<file path="src/rtl/disp_4dig_scan_if.sv">
// Display-side bus of the 4-digit scan driver: BCD/decimal-point/blank requests in,
// active-low anode/segment/decimal-point pins out.
interface disp_4dig_scan_if;
  logic [15:0] DEC;
  logic [3:0]  DP_IN;
  logic        BLANK;
  logic [3:0]  AN;
  logic [6:0]  SEG;
  logic        DP;

  modport master (output DEC, DP_IN, BLANK, input AN, SEG, DP);
  modport slave  (input DEC, DP_IN, BLANK, output AN, SEG, DP);
endinterface

</file>
<file path="src/rtl/disp_4dig_scan.sv">
// Multiplexed 4-digit 7-segment driver: per-frame BCD snapshot, prescaled scan 3->2->1->0.
// Define DISP_LZ_BLANK_EN to enable leading-zero blanking of digits 3..1.
module disp_4dig_scan #(
  parameter int SCAN_DIV = 50000
) (
  input  logic               clk,
  input  logic               rst_n,
  input  logic               ce,
  disp_4dig_scan_if.slave    bus
);

  localparam int CNT_W = (SCAN_DIV > 1) ? $clog2(SCAN_DIV) : 1;
  localparam logic [CNT_W-1:0] CNT_MAX = CNT_W'(SCAN_DIV - 1);

  logic [CNT_W-1:0] cnt_q,  cnt_d;
  logic [1:0]       dig_q,  dig_d;
  logic [15:0]      snap_q, snap_d;
  logic [3:0]       an_q,   an_d;
  logic [6:0]       seg_q,  seg_d;
  logic             dp_q,   dp_d;

  logic        tick;
  logic        wrap;
  logic [1:0]  dig_nx;
  logic [15:0] src;
  logic [3:0]  nib;
  logic        lz_blank;

  function automatic logic [6:0] seg_decode(input logic [3:0] n);
    case (n)
      4'h0:    seg_decode = 7'h40;
      4'h1:    seg_decode = 7'h79;
      4'h2:    seg_decode = 7'h24;
      4'h3:    seg_decode = 7'h30;
      4'h4:    seg_decode = 7'h19;
      4'h5:    seg_decode = 7'h12;
      4'h6:    seg_decode = 7'h02;
      4'h7:    seg_decode = 7'h78;
      4'h8:    seg_decode = 7'h00;
      4'h9:    seg_decode = 7'h10;
      default: seg_decode = 7'h3F;
    endcase
  endfunction

  assign tick   = ce && (cnt_q == CNT_MAX);
  assign wrap   = (dig_q == 2'd0);
  assign dig_nx = dig_q - 2'd1;
  // On the frame-start tick the incoming bus stands in for the snapshot it is about to become.
  assign src    = wrap ? bus.DEC : snap_q;
  assign nib    = src[{dig_nx, 2'b00} +: 4];

`ifdef DISP_LZ_BLANK_EN
  always_comb begin
    lz_blank = 1'b0;
    case (dig_nx)
      2'd3:    lz_blank = (src[15:12] == 4'h0);
      2'd2:    lz_blank = (src[15:8]  == 8'h00);
      2'd1:    lz_blank = (src[15:4]  == 12'h000);
      default: lz_blank = 1'b0;
    endcase
  end
`else
  assign lz_blank = 1'b0;
`endif

  always_comb begin
    cnt_d  = cnt_q;
    dig_d  = dig_q;
    snap_d = snap_q;
    an_d   = an_q;
    seg_d  = seg_q;
    dp_d   = dp_q;
    if (ce) begin
      cnt_d = tick ? '0 : cnt_q + 1'b1;
    end
    if (tick) begin
      dig_d = dig_nx;
      if (wrap) begin
        snap_d = bus.DEC;
      end
      an_d = 4'hF;
      if (!lz_blank) begin
        an_d[dig_nx] = 1'b0;
      end
      seg_d = seg_decode(nib);
      dp_d  = lz_blank | ~bus.DP_IN[dig_nx];
    end
  end

  always_ff @(posedge clk or negedge rst_n) begin
    if (!rst_n) begin
      cnt_q  <= '0;
      dig_q  <= 2'd0;
      snap_q <= 16'h0000;
      an_q   <= 4'hF;
      seg_q  <= 7'h7F;
      dp_q   <= 1'b1;
    end else begin
      cnt_q  <= cnt_d;
      dig_q  <= dig_d;
      snap_q <= snap_d;
      an_q   <= an_d;
      seg_q  <= seg_d;
      dp_q   <= dp_d;
    end
  end

  // BLANK bypasses the registers so it takes effect in the same cycle.
  assign bus.AN  = an_q | {4{bus.BLANK}};
  assign bus.SEG = seg_q;
  assign bus.DP  = dp_q | bus.BLANK;

endmodule

</file>
<file path="src/flat_wrapper.sv">
// flat-port wrapper written by rule: the top's interface ports become plain ports
module disp_4dig_scan_flat 
#(
  parameter int SCAN_DIV = 50000
)
  (clk, rst_n, ce, bus_DEC, bus_DP_IN, bus_BLANK, bus_AN, bus_SEG, bus_DP);
  disp_4dig_scan_if bus_i ();
  input  logic clk;
  input  logic rst_n;
  input  logic ce;
  input wire logic [$bits(bus_i.DEC)-1:0] bus_DEC;
  input wire logic [$bits(bus_i.DP_IN)-1:0] bus_DP_IN;
  input wire logic [$bits(bus_i.BLANK)-1:0] bus_BLANK;
  output wire logic [$bits(bus_i.AN)-1:0] bus_AN;
  output wire logic [$bits(bus_i.SEG)-1:0] bus_SEG;
  output wire logic [$bits(bus_i.DP)-1:0] bus_DP;
  assign bus_i.DEC = bus_DEC;
  assign bus_i.DP_IN = bus_DP_IN;
  assign bus_i.BLANK = bus_BLANK;
  assign bus_AN = bus_i.AN;
  assign bus_SEG = bus_i.SEG;
  assign bus_DP = bus_i.DP;
  disp_4dig_scan #(.SCAN_DIV(SCAN_DIV)) u_core (.clk(clk), .rst_n(rst_n), .ce(ce), .bus(bus_i));
endmodule
</file>
<file path="config.mk">
export PLATFORM = sky130hd
export DESIGN_NAME = disp_4dig_scan_flat
export DESIGN_NICKNAME = d
export VERILOG_FILES = /design/src/rtl/disp_4dig_scan_if.sv /design/src/rtl/disp_4dig_scan.sv /design/src/flat_wrapper.sv
export SDC_FILE = /design/constraint.sdc
export NUM_CORES = 1
export LEC_CHECK = 0
export CAP_MARGIN = 20
export CORE_UTILIZATION = 45
export DETAILED_ROUTE_END_ITERATION = 8
export DONT_BUFFER_PORTS = 1
export MAX_ROUTING_LAYER = met4
export SLEW_MARGIN = 20
export SYNTH_ARGS = -nofsm -noshare
export SYNTH_HDL_FRONTEND = slang
export SYNTH_SLANG_ARGS = --single-unit
</file>
<file path="constraint.sdc">
create_clock -name clk -period 3.88 [get_ports clk]
set_input_delay 1.164 -clock clk [delete_from_list [all_inputs] [get_ports clk]]
set_output_delay 1.164 -clock clk [all_outputs]
set_load 0.05 [all_outputs]
</file>
* Word-level counts from Yosys, hierarchy flattened
Memory sizes are Yosys's and may differ from the RTL's. A register that Yosys moved wholly into a read port is not among the register bits.
Cells that the tools add are included.
** Word-level totals
- Flip-flop bits (word level) :: 39
- Bits in read-only memories :: 112
- Bits of input ports :: 24
- Output and inout bits :: 12
- Logic and storage cells :: 26
- Memories :: 1
** Cells by class
- $add $sub $neg :: 2
- Magnitude comparators :: 2
- Equality and inequality tests :: 1
- Shifts and indexed selects :: 1
- Muxes and demuxes :: 6
- Bitwise gates (word level) :: 4
- Reduce and logical (&&, ||, !) cells :: 4
** Memory list
- (name not given) :: depth 16, bits a word 7, read ports 1, clocked after Yosys merged registers in 1, wr ports 0, RTL line disp_4dig_scan.sv:30 : case (n)
** Operator list (number)
- $mux W16 :: 2
- $add A16 B1 Y16 const B :: 1
- $eq A16 B16 Y1 const B :: 1
- $shiftx A16 B5 Y4 :: 1
- $not A4 Y4 :: 1
- $or A4 B4 Y4 :: 1
- $lt A2 B3 Y1 const B :: 1
- $bmux W1 S2 :: 1
- $demux W1 S2 :: 1
- $ge A2 B1 Y1 const B :: 1
- $logic_and A1 B1 Y1 :: 2
- $logic_not A2 Y1 :: 1
- $mux W1 :: 2
- $sub A2 B1 Y2 const B :: 1
- $logic_not A1 Y1 :: 1
- $not A1 Y1 :: 1
- $or A1 B1 Y1 :: 1

* Logic depth before layout (Yosys ltp)
Gate-level depths: netlist of the first run.
- Depth in word-level cells :: 6
- Depth in mapped cells :: 10
- Gate-level depth less buffers :: 8

* Worst setup path before layout of the first run
OpenSTA, ideal clock, no wires.
- Kind :: input -> output
- Start :: input bus_BLANK
- End :: output bus_AN[0]
- Arrival :: 1574 ps
- Data required time :: 2716 ps
- Setup slack :: 1142 ps
- Stages on the path :: 1
- Path through :: or2_2
** Between the ends
- Longest elaborated chain between the ends :: 1
** RTL lines
- start: declaration :: RTL line flat_wrapper.sv:13 : input wire logic [$bits(bus_i.BLANK)-1:0] bus_BLANK;
- $or A4 B4 Y4 :: RTL line disp_4dig_scan.sv:109 : assign bus.AN = an_q | {4{bus.BLANK}};
- end: declaration :: RTL line flat_wrapper.sv:14 : output wire logic [$bits(bus_i.AN)-1:0] bus_AN;
Every way passes these cells.

* Worst setup path after layout of the first run
- Start :: register u_core.dig_q[0]
- End :: register u_core.seg_q[1] (netlist: u_core.bus.SEG[1])
** RTL lines
- start: declaration :: RTL line disp_4dig_scan.sv:16 : logic [1:0] dig_q, dig_d;
- start signal: assignment :: RTL line disp_4dig_scan.sv:100 : dig_q <= dig_d;
- $sub A2 B1 Y2 :: RTL line disp_4dig_scan.sv:47 : assign dig_nx = dig_q - 2'd1;
- named net u_core.dig_nx[0] :: RTL line disp_4dig_scan.sv:24 : logic [1:0] dig_nx;
- $shiftx A16 B5 Y4 :: RTL line disp_4dig_scan.sv:50 : assign nib = src[{dig_nx, 2'b00} +: 4];
- end: declaration :: RTL line disp_4dig_scan.sv:19 : logic [6:0] seg_q, seg_d;
The timed path passes the listed nets, and every way through them passes these cells.
A chain may end at the register's enable or synchronous reset.

==> results of run 1 <==
[final timing paths]
kind,startpoint,to,slack (ns),depth (start not counted)
max,u_core.dig_q[0]$_DFFE_PN0N_,u_core.bus.SEG[1]$_DFFE_PN1N_,1.03,9
min,u_core.cnt_q[15]$_DFFE_PN0P_,u_core.cnt_q[15]$_DFFE_PN0P_,0.47,1
max reg2reg,u_core.dig_q[0]$_DFFE_PN0N_,u_core.bus.SEG[1]$_DFFE_PN1N_,1.03,9
min reg2reg,u_core.cnt_q[15]$_DFFE_PN0P_,u_core.cnt_q[15]$_DFFE_PN0P_,0.47,1
max in group asynchronous,rst_n,u_core.bus.SEG[0]$_DFFE_PN1N_,3.14,0
min in group asynchronous,rst_n,u_core.cnt_q[6]$_DFFE_PN0P_,0.55,0
[critical path, stage by stage (launching register included)]
cell and delay [ns]:
dfrtp_1 0.43, inv_2 0.27, ha_1 0.37, buf_4 0.32, mux4_2 0.56, mux2i_4 0.21
ha_1 0.26, inv_1 0.07, a21oi_1 0.06, a22o_1 0.21
[synth_stat cells (2+ instances only)]
library cell	number	share of area
dfrtp_1	34	0.33
nand2_1	28	0.041
o21ai_0	19	0.037
mux2i_1	14	0.055
dfstp_2	12	0.12
ha_1	12	0.059
mux2_2	10	0.044
mux4_2	9	0.080
xnor2_1	8	0.028
inv_1	7	0.010
nand4_1	7	0.017
nor2_1	5	0.0074
or2_2	5	0.012
a21oi_1	3	0.0059
clkbuf_1	3	0.0044
mux2i_4	3	0.027
o211ai_1	3	0.0089
xor2_1	3	0.010
a22o_1	2	0.0069
and3_1	2	0.0049
clkbuf_2	2	0.0039
nand3_1	2	0.0039
nor3_1	2	0.0039
nor4_1	2	0.0049
nor4bb_1	2	0.0079
or3_1	2	0.0049
[layer usage]
layer,vias up,part of all wire
met1,782,0.45
met2,26,0.48
met3,6,0.050
met5,-,0
met4,0,0.014
li1,766,-
[logic make-up (layout without fill, tap and decap cells)]
family / after synthesis / in the layout / share of synthesized area
mux: 37 / 37 / 0.2111
xor+xnor: 11 / 11 / 0.03790
compound gates: 30 / 30 / 0.06889
flops: 46 / 46 / 0.4587
simple gates: 63 / 63 / 0.1294
buf+inv: 17 / 18 / 0.03494
fa+ha+maj: 12 / 12 / 0.05905
[area by class of cell]
cell class	instances	area, um^2
clock buffer	8	110.1
fill	509	2774
inverter	8	30.03
multi-input combinational	153	1287
sequential	46	1166
tap	72	90.09
timing repair buffer	2	15.01
[flip-flops by register name, indices dropped and copies added (netlist names)]
name and count:
u_core.dp_q 1, u_core.snap_q 16, u_core.cnt_q 16, u_core.dig_q 2, u_core.an_q 4, u_core.bus.SEG 7
[report_power, final]
group / internal (mW) / leakage (nW) / switching [mW]
combinational: 0.0452 / 0.511 / 0.0512
sequential: 0.517 / 0.581 / 0.0408
clock: 0.180 / 0.0575 / 0.155
[per-stage QoR]
| stage | instances | cell area (um^2) | setup slack (ns) | util | power (mW) |
|---|---|---|---|---|---|
| 2_1_floorplan | 216 | 2542 | 1.142 | - | 0.6411 |
| 3_3_place_gp | 281 | 2589 | 1.048 | 0.4730 | 0.6615 |
| 3_5_place_dp | 281 | 2589 | 1.006 | 0.4730 | 0.6631 |
| 4_1_cts | 289 | 2699 | 0.9843 | 0.4931 | 1.007 |
| 5_1_grt | 289 | 2699 | 0.8032 | 0.4931 | 1.043 |
| 6_report | 289 | 2699 | 1.026 | 0.4931 | 0.9885 |
==> results.sh, run 1 <==
export IMPL_status="complete, no violations"
export IMPL_antenna_left=0
export IMPL_grt_max_degree=47
export IMPL_vdd_drop_max_v=0.0001419
export IMPL_grt_busiest_layer="met2"
export IMPL_drt_total_wl_mm=4.468
export IMPL_initial_core_util=0.4646
export IMPL_fin_tns_setup_ns=0
export IMPL_synth_cells=216
export IMPL_cts_hold_fix_buffers=0
export IMPL_clock_sinks=46
export IMPL_cts_buffers=5
export IMPL_synth_main_ff_cell="dfrtp_1"
export IMPL_crit_path_max_fanout=13
export IMPL_gr_usage_met1=0.2104
export IMPL_p_leak_nw=1.150
export IMPL_hold_violations=0
export IMPL_rsz0062_at_grt="false"
export IMPL_io_buffers=0
export IMPL_insertion_delay_ns=0.29
export IMPL_worst_hold_slack_ns=0.4710
export IMPL_antennaDiodeCount=0
export IMPL_globalRouteMet2Util=0.2619
export IMPL_fmaxAchievable_mhz=350.3
export IMPL_crit_type="flip-flop to flip-flop"
export IMPL_syn_nets=252
export IMPL_ys_ff_latch=46
export IMPL_overflow=0
export IMPL_avgViaCountPerCell=5.467
export IMPL_grt_pass1_vias=1605
export IMPL_drive_above_1_share=0.2442
export IMPL_globalRouteMet3Util=0.04643
export IMPL_slew_viol_final=0
export IMPL_async_reset_ff_frac=1.000
export IMPL_layout_commonest_cell="dfrtp_1"
export IMPL_holdCritPathClass="flip-flop to flip-flop"
export IMPL_postCtsSetupBuffers=0
export IMPL_drt_iter0_markers=88
export IMPL_cts_tree="done"
export IMPL_wl_per_cell_um=15.46
export IMPL_netlist_area_um2=2542
export IMPL_post_cts_resize_count=0
export IMPL_grt_usage=0.1686
export IMPL_finClkSkew_ns=0.007546
export IMPL_grt_antenna_before_repair=0
export IMPL_fp_row_count=27
export IMPL_die_x_um=77.17
export IMPL_gp_congestion=0.7841
export IMPL_vias=1580
export IMPL_worstSetupEndpointType="flip-flop"
export IMPL_fin_crit_sh=0.7356
export IMPL_cts_root_buffer="clkbuf_8"
export IMPL_maxSlewHeadroom=0.6184
export IMPL_cts_buffer_depth=2
export IMPL_final_cell_mix="dfrtp_1, nand2_1, o21ai_0"
export IMPL_firstDrtPassIters=4
export IMPL_setup_viol=0
export IMPL_htreeDepth=2
export IMPL_cp_required_ns=4.10
export IMPL_avgSynthCellArea_um2=11.77
export IMPL_cp_start_kind="flip-flop"
export IMPL_core_area_um2=5473
export IMPL_worst_pin_slew_ns=0.5671
export IMPL_die_area_um2=5954
export IMPL_fin_crit_ns=2.854
export IMPL_cp_arrival_ns=3.08
export IMPL_hpwl_mm=3.110
export IMPL_synth_cell_types=41
export IMPL_grt_pass1_wl_mm=7.576
export IMPL_yosysWarnings=0
export IMPL_synth_edff_count=0
export IMPL_area_growth_pct=6.152
export IMPL_ios=36
export IMPL_drc_errors=0
export IMPL_seq_area_frac_synth=0.4587
export IMPL_powerDensity_nw_per_um2=366.3
export IMPL_die_y_um=77.17
export IMPL_fin_nets=252
export IMPL_clkTransAtPathRegs_ns=0.08
export IMPL_maxCapViolCount=0
Power figures use the tool's default switching activity.
==> inputs of run 2 (changes only) <==
clock period = 2.3 ns   (was 3.88 ns; I/O delays follow)
==> results.sh, run 2 (synthesized netlist as in run 1, its figures left out) <==
export IMPL_die_area_um2=5954
export IMPL_cp_start_kind="flip-flop"
export IMPL_drt_iter0_markers=45
export IMPL_grt_pass1_vias=1725
export IMPL_vdd_drop_max_v=0.0004661
export IMPL_cts_tree="done"
export IMPL_fin_nets=271
export IMPL_io_buffers=0
export IMPL_layout_cells_non_filler=308
export IMPL_cts_hold_fix_buffers=0
export IMPL_gp_congestion=0.7306
export IMPL_wl_per_cell_um=15.45
export IMPL_clkTransAtPathRegs_ns=0.08
export IMPL_die_x_um=77.17
export IMPL_die_y_um=77.17
export IMPL_hpwl_mm=3.416
export IMPL_cts_buffers=5
export IMPL_fmaxAchievable_mhz=447.9
export IMPL_crit_type="flip-flop to flip-flop"
export IMPL_nFillCells=497
export IMPL_drt_total_wl_mm=4.758
export IMPL_cpMaxStageDelayCell="mux4_2"
export IMPL_max_stage_delay_ns=0.54
export IMPL_drc_errors=0
export IMPL_finClkSkew_ns=0.006124
export IMPL_avgViaCountPerCell=5.419
export IMPL_powerDensity_nw_per_um2=563.8
export IMPL_p_leak_nw=1.236
export IMPL_cts_buffer_depth=2
export IMPL_antenna_left=0
export IMPL_rr_endpoint="u_core.bus.SEG[5]$_DFFE_PN1N_"
export IMPL_clock_sinks=46
export IMPL_core_area_um2=5473
export IMPL_initial_core_util=0.4646
export IMPL_crit_path_max_fanout=5
export IMPL_crit_chain="inv_2 -> ha_4 -> clkbuf_2 -> buf_4 -> mux4_2 -> mux2_2 -> mux2i_1 -> o211ai_1"
export IMPL_fin_crit_ns=2.232
export IMPL_dp_cells=293
export IMPL_drive_above_1_share=0.3178
export IMPL_firstDrtPassIters=4
export IMPL_layout_commonest_cell="dfrtp_1"
export IMPL_fin_util=0.5242
export IMPL_overflow=0
export IMPL_worst_pin_slew_ns=0.5591
export IMPL_antennaDiodeCount=0
export IMPL_cts_root_buffer="clkbuf_8"
export IMPL_r2r_slack_ns=0.07
export IMPL_fin_crit_sh=0.9707
export IMPL_cp_required_ns=2.52
export IMPL_status="complete, no violations"
export IMPL_ios=36
export IMPL_area_growth_pct=12.84
export IMPL_finalInstanceArea_um2=2869
export IMPL_slew_viol_final=0
export IMPL_hold_violations=0
export IMPL_vias=1669
export IMPL_holdCritPathClass="primary input to async pin"
export IMPL_cp_arrival_ns=2.45
export IMPL_place_area_um2=2694
export IMPL_r2r_start="u_core.dig_q[1]$_DFFE_PN0N_"
export IMPL_maxSlewHeadroom=0.6238
export IMPL_insertion_delay_ns=0.29
export IMPL_setup_viol=0
export IMPL_cp_startpoint="u_core.dig_q[1]$_DFFE_PN0N_"
export IMPL_grt_usage=0.1832
export IMPL_worst_hold_slack_ns=0.08023
export IMPL_final_cell_mix="dfrtp_1, nand2_1, o21ai_0, buf_4, mux2i_1"
export IMPL_reg2reg_depth=8
export IMPL_cp_endpoint="u_core.bus.SEG[5]$_DFFE_PN1N_"
export IMPL_htreeDepth=2
export IMPL_grt_pass1_wl_mm=8.300
export IMPL_maxCapViolCount=0
export IMPL_grt_antenna_before_repair=0
export IMPL_fp_row_count=27
export IMPL_grt_max_degree=47
export IMPL_worstSetupEndpointType="flip-flop"
## run 2: changes by cell type in the layout (fill, tap and decap cells not counted)
cell / delta
buf_12: +1
buf_4: +17
clkbuf_1: +1
clkbuf_2: +1
clkbuf_8: -2
clkinv_2: +1
ha_1: -2
ha_4: +2
inv_1: -2
inv_2: +1
inv_4: +1
mux2i_2: -1
mux2i_4: +1
## run 2: how the worst min path moves through the flow
| stage | endpoint | slack, ns |
|---|---|---|
| after global routing | u_core.snap_q[12]$_DFFE_PN0N_ | 0.06 |
| after floorplan | u_core.cnt_q[0]$_DFFE_PN0P_ | 0.39 |
| final | u_core.snap_q[10]$_DFFE_PN0N_ | 0.08 |
| after detailed placement | u_core.cnt_q[10]$_DFFE_PN0P_ | 0.40 |
| after global placement | u_core.cnt_q[7]$_DFFE_PN0P_ | 0.40 |
| after CTS | u_core.snap_q[6]$_DFFE_PN0N_ | 0.07 |
## run 2: area by class of cell
class | instances | area [um^2] | area share
tap | 72 | 90.09 | 0.03140
clock buffer | 7 | 86.33 | 0.03009
clock inverter | 1 | 5.005 | 0.001744
multi-input combinational | 153 | 1321 | 0.4605
inverter | 8 | 32.53 | 0.01134
timing repair buffer | 21 | 167.7 | 0.05844
sequential | 46 | 1166 | 0.4065
## run 2: timing repair
action                     CTS  global route
setup buffers                0             7
gates resized for setup      0             5
setup endpoints to repair    0             7
## run 2: per-stage QoR
step | setup slack (ns) | setup TNS (ns) | power (mW)
after floorplan | -0.07802 | -0.1932 | 1.082
final | 0.06750 | 0 | 1.617
after global placement | 0.04119 | 0 | 1.116
after detailed placement | 0.03204 | 0 | 1.122
after CTS | 0.007469 | 0 | 1.640
after global routing | -0.02663 | -0.07553 | 1.701
## run 2: critical path: cells and delay by family (launching register included)
family,cells,cell delay (ns)
muxes,3,1.01
buffers and inverters,3,0.43
DFF,1,0.39
AOI/OAI and AO/OA,1,0.17
adders and majority gates,1,0.16
## run 2: power by group
group	switching, mW	internal (mW)
clock network	0.267	0.243
registers	0.0686	0.872
logic	0.0888	0.0789
## run 2: routing by layer
layer  vias to the layer above  global-route usage  share of wire
met1                       820              0.2302           0.46
li1                        814                   -              -
met4                         0             0.06038          0.013
met2                        28              0.2912           0.48
met3                         7             0.04286          0.041
met5                         -                   -              0
==> inputs of run 3 (changes only) <==
PLACE_DENSITY = 0.64   (was default)
TNS_END_PERCENT = 20   (was default)
==> results.sh, run 3 (synthesized netlist as in run 1, its figures left out) <==
export IMPL_status="complete, no violations"
export IMPL_nFillCells=479
export IMPL_firstDrtPassIters=4
export IMPL_fmaxAchievable_mhz=448.5
export IMPL_grt_antenna_before_repair=0
export IMPL_cts_buffers=5
export IMPL_fin_nets=273
export IMPL_finClkSkew_ns=0.01114
export IMPL_cp_common_cell="buf_6"
export IMPL_layout_commonest_cell="dfrtp_1"
export IMPL_maxCapViolCount=0
export IMPL_vdd_drop_max_v=0.0003253
export IMPL_io_buffers=0
export IMPL_cp_start_kind="flip-flop"
export IMPL_ios=36
export IMPL_cts_root_buffer="clkbuf_8"
export IMPL_drt_total_wl_mm=4.809
export IMPL_grt_pass1_wl_mm=7.928
export IMPL_drt_iter0_markers=81
export IMPL_final_cell_mix="dfrtp_1, nand2_1, o21ai_0, buf_4, mux2i_1"
export IMPL_hold_violations=0
export IMPL_wl_per_cell_um=15.51
export IMPL_multi_input_area_um2=1321
export IMPL_fp_row_count=27
export IMPL_avgViaCountPerCell=5.384
export IMPL_cp_required_ns=2.55
export IMPL_antenna_left=0
export IMPL_dp_cells=292
export IMPL_hpwl_mm=3.384
export IMPL_crit_type="flip-flop to flip-flop"
export IMPL_drc_errors=0
export IMPL_cts_buffer_depth=2
export IMPL_core_area_um2=5473
export IMPL_crit_chain="inv_2 -> ha_4 -> buf_6 -> buf_6 -> mux4_2 -> mux2i_4 -> mux2i_1 -> o221a_1"
export IMPL_max_stage_delay_ns=0.51
export IMPL_insertion_delay_ns=0.30
export IMPL_htreeDepth=2
export IMPL_slew_viol_final=0
export IMPL_rsz0062_at_grt="true"
export IMPL_die_y_um=77.17
export IMPL_grt_max_degree=47
export IMPL_cpMaxStageDelayCell="mux4_2"
export IMPL_drive_above_1_share=0.3277
export IMPL_fin_crit_ns=2.230
export IMPL_powerDensity_nw_per_um2=588.2
export IMPL_overflow=0
export IMPL_fin_crit_sh=0.9694
export IMPL_worst_hold_slack_ns=0.07368
export IMPL_cts_tree="done"
export IMPL_die_x_um=77.17
export IMPL_worst_pin_slew_ns=0.5938
export IMPL_worstSetupEndpointType="flip-flop"
export IMPL_place_area_um2=2686
export IMPL_finalInstanceArea_um2=2912
export IMPL_area_growth_pct=14.52
export IMPL_grt_pass1_vias=1582
export IMPL_seqCellArea_um2=1166
export IMPL_clock_sinks=46
export IMPL_maxSlewHeadroom=0.6005
export IMPL_initial_core_util=0.4646
export IMPL_die_area_um2=5954
export IMPL_layout_cells_non_filler=310
export IMPL_gp_congestion=0.7934
export IMPL_crit_path_max_fanout=7
export IMPL_setup_viol=0
export IMPL_grt_usage=0.1772
export IMPL_cts_hold_fix_buffers=0
export IMPL_vias=1669
export IMPL_antennaDiodeCount=0
export IMPL_clkTransAtPathRegs_ns=0.10
export IMPL_cp_arrival_ns=2.48
export IMPL_p_leak_nw=1.255
export IMPL_holdCritPathClass="primary input to async pin"
==> run 3: routing by layer <==
layer	track usage	wire length (um)	vias to the layer above
met2	0.2558	2203	43
met3	0.05476	274	6
met4	0.05849	66	0
met1	0.2373	2265	805
met5	-	0	-
li1	-	-	815
==> run 3: cell type report <==
type	count	share of cell area
clock buffer	5	0.02364
clock inverter	3	0.01547
inverter	8	0.01117
multi-input combinational	153	0.4538
sequential	46	0.4005
tap	72	0.03094
timing repair buffer	23	0.06446
==> run 3: final timing paths <==
| kind | cells after the start | from | slack, ns | end |
|---|---|---|---|---|
| max | 8 | u_core.dig_q[1]$_DFFE_PN0N_ | 0.07 | u_core.bus.SEG[4]$_DFFE_PN1N_ |
| min | 0 | rst_n | 0.07 | u_core.dig_q[0]$_DFFE_PN0N_ |
| max reg2reg | 8 | u_core.dig_q[1]$_DFFE_PN0N_ | 0.07 | u_core.bus.SEG[4]$_DFFE_PN1N_ |
| min reg2reg | 1 | u_core.cnt_q[15]$_DFFE_PN0P_ | 0.48 | u_core.cnt_q[15]$_DFFE_PN0P_ |
| max in group asynchronous | 0 | rst_n | 2.03 | u_core.bus.SEG[3]$_DFFE_PN1N_ |
| min in group clk | 1 | u_core.cnt_q[15]$_DFFE_PN0P_ | 0.48 | u_core.cnt_q[15]$_DFFE_PN0P_ |
==> run 3: repair_timing <==
action / CTS / global route
setup endpoints to repair: 3 / 7
resized for setup: 1 / 10
pin swaps: 1 / 4
buffers inserted: 1 / 9
==> run 3: per-stage QoR <==
| stage | utilization | setup WS, ns | TNS (ns) | power (mW) |
|---|---|---|---|---|
| after floorplan | - | -0.07802 | -0.1932 | 1.082 |
| after global placement | 0.4909 | 0.05147 | 0 | 1.118 |
| after detailed placement | 0.4909 | -0.01045 | -0.01045 | 1.121 |
| after CTS | 0.5135 | 0.02422 | 0 | 1.731 |
| after global routing | 0.5320 | -0.05976 | -0.1390 | 1.811 |
| final | 0.5320 | 0.07039 | 0 | 1.712 |
==> run 3: worst max-delay path: cells and delay by family, from the launching register on <==
| kind | cells | cell delay, ns |
|---|---|---|
| buffers and inverters | 3 | 0.35 |
| DFF | 1 | 0.40 |
| AOI/OAI and AO/OA | 1 | 0.20 |
| adders and majority gates | 1 | 0.18 |
| muxes | 3 | 1.04 |
==> run 3: power breakdown <==
| part | switching [mW] | leakage, nW | internal, mW |
|---|---|---|---|
| combinational | 0.0890 | 0.623 | 0.0790 |
| sequential | 0.0696 | 0.581 | 0.872 |
| clock | 0.280 | 0.0504 | 0.323 |
| total | 0.438 | 1.26 | 1.27 |
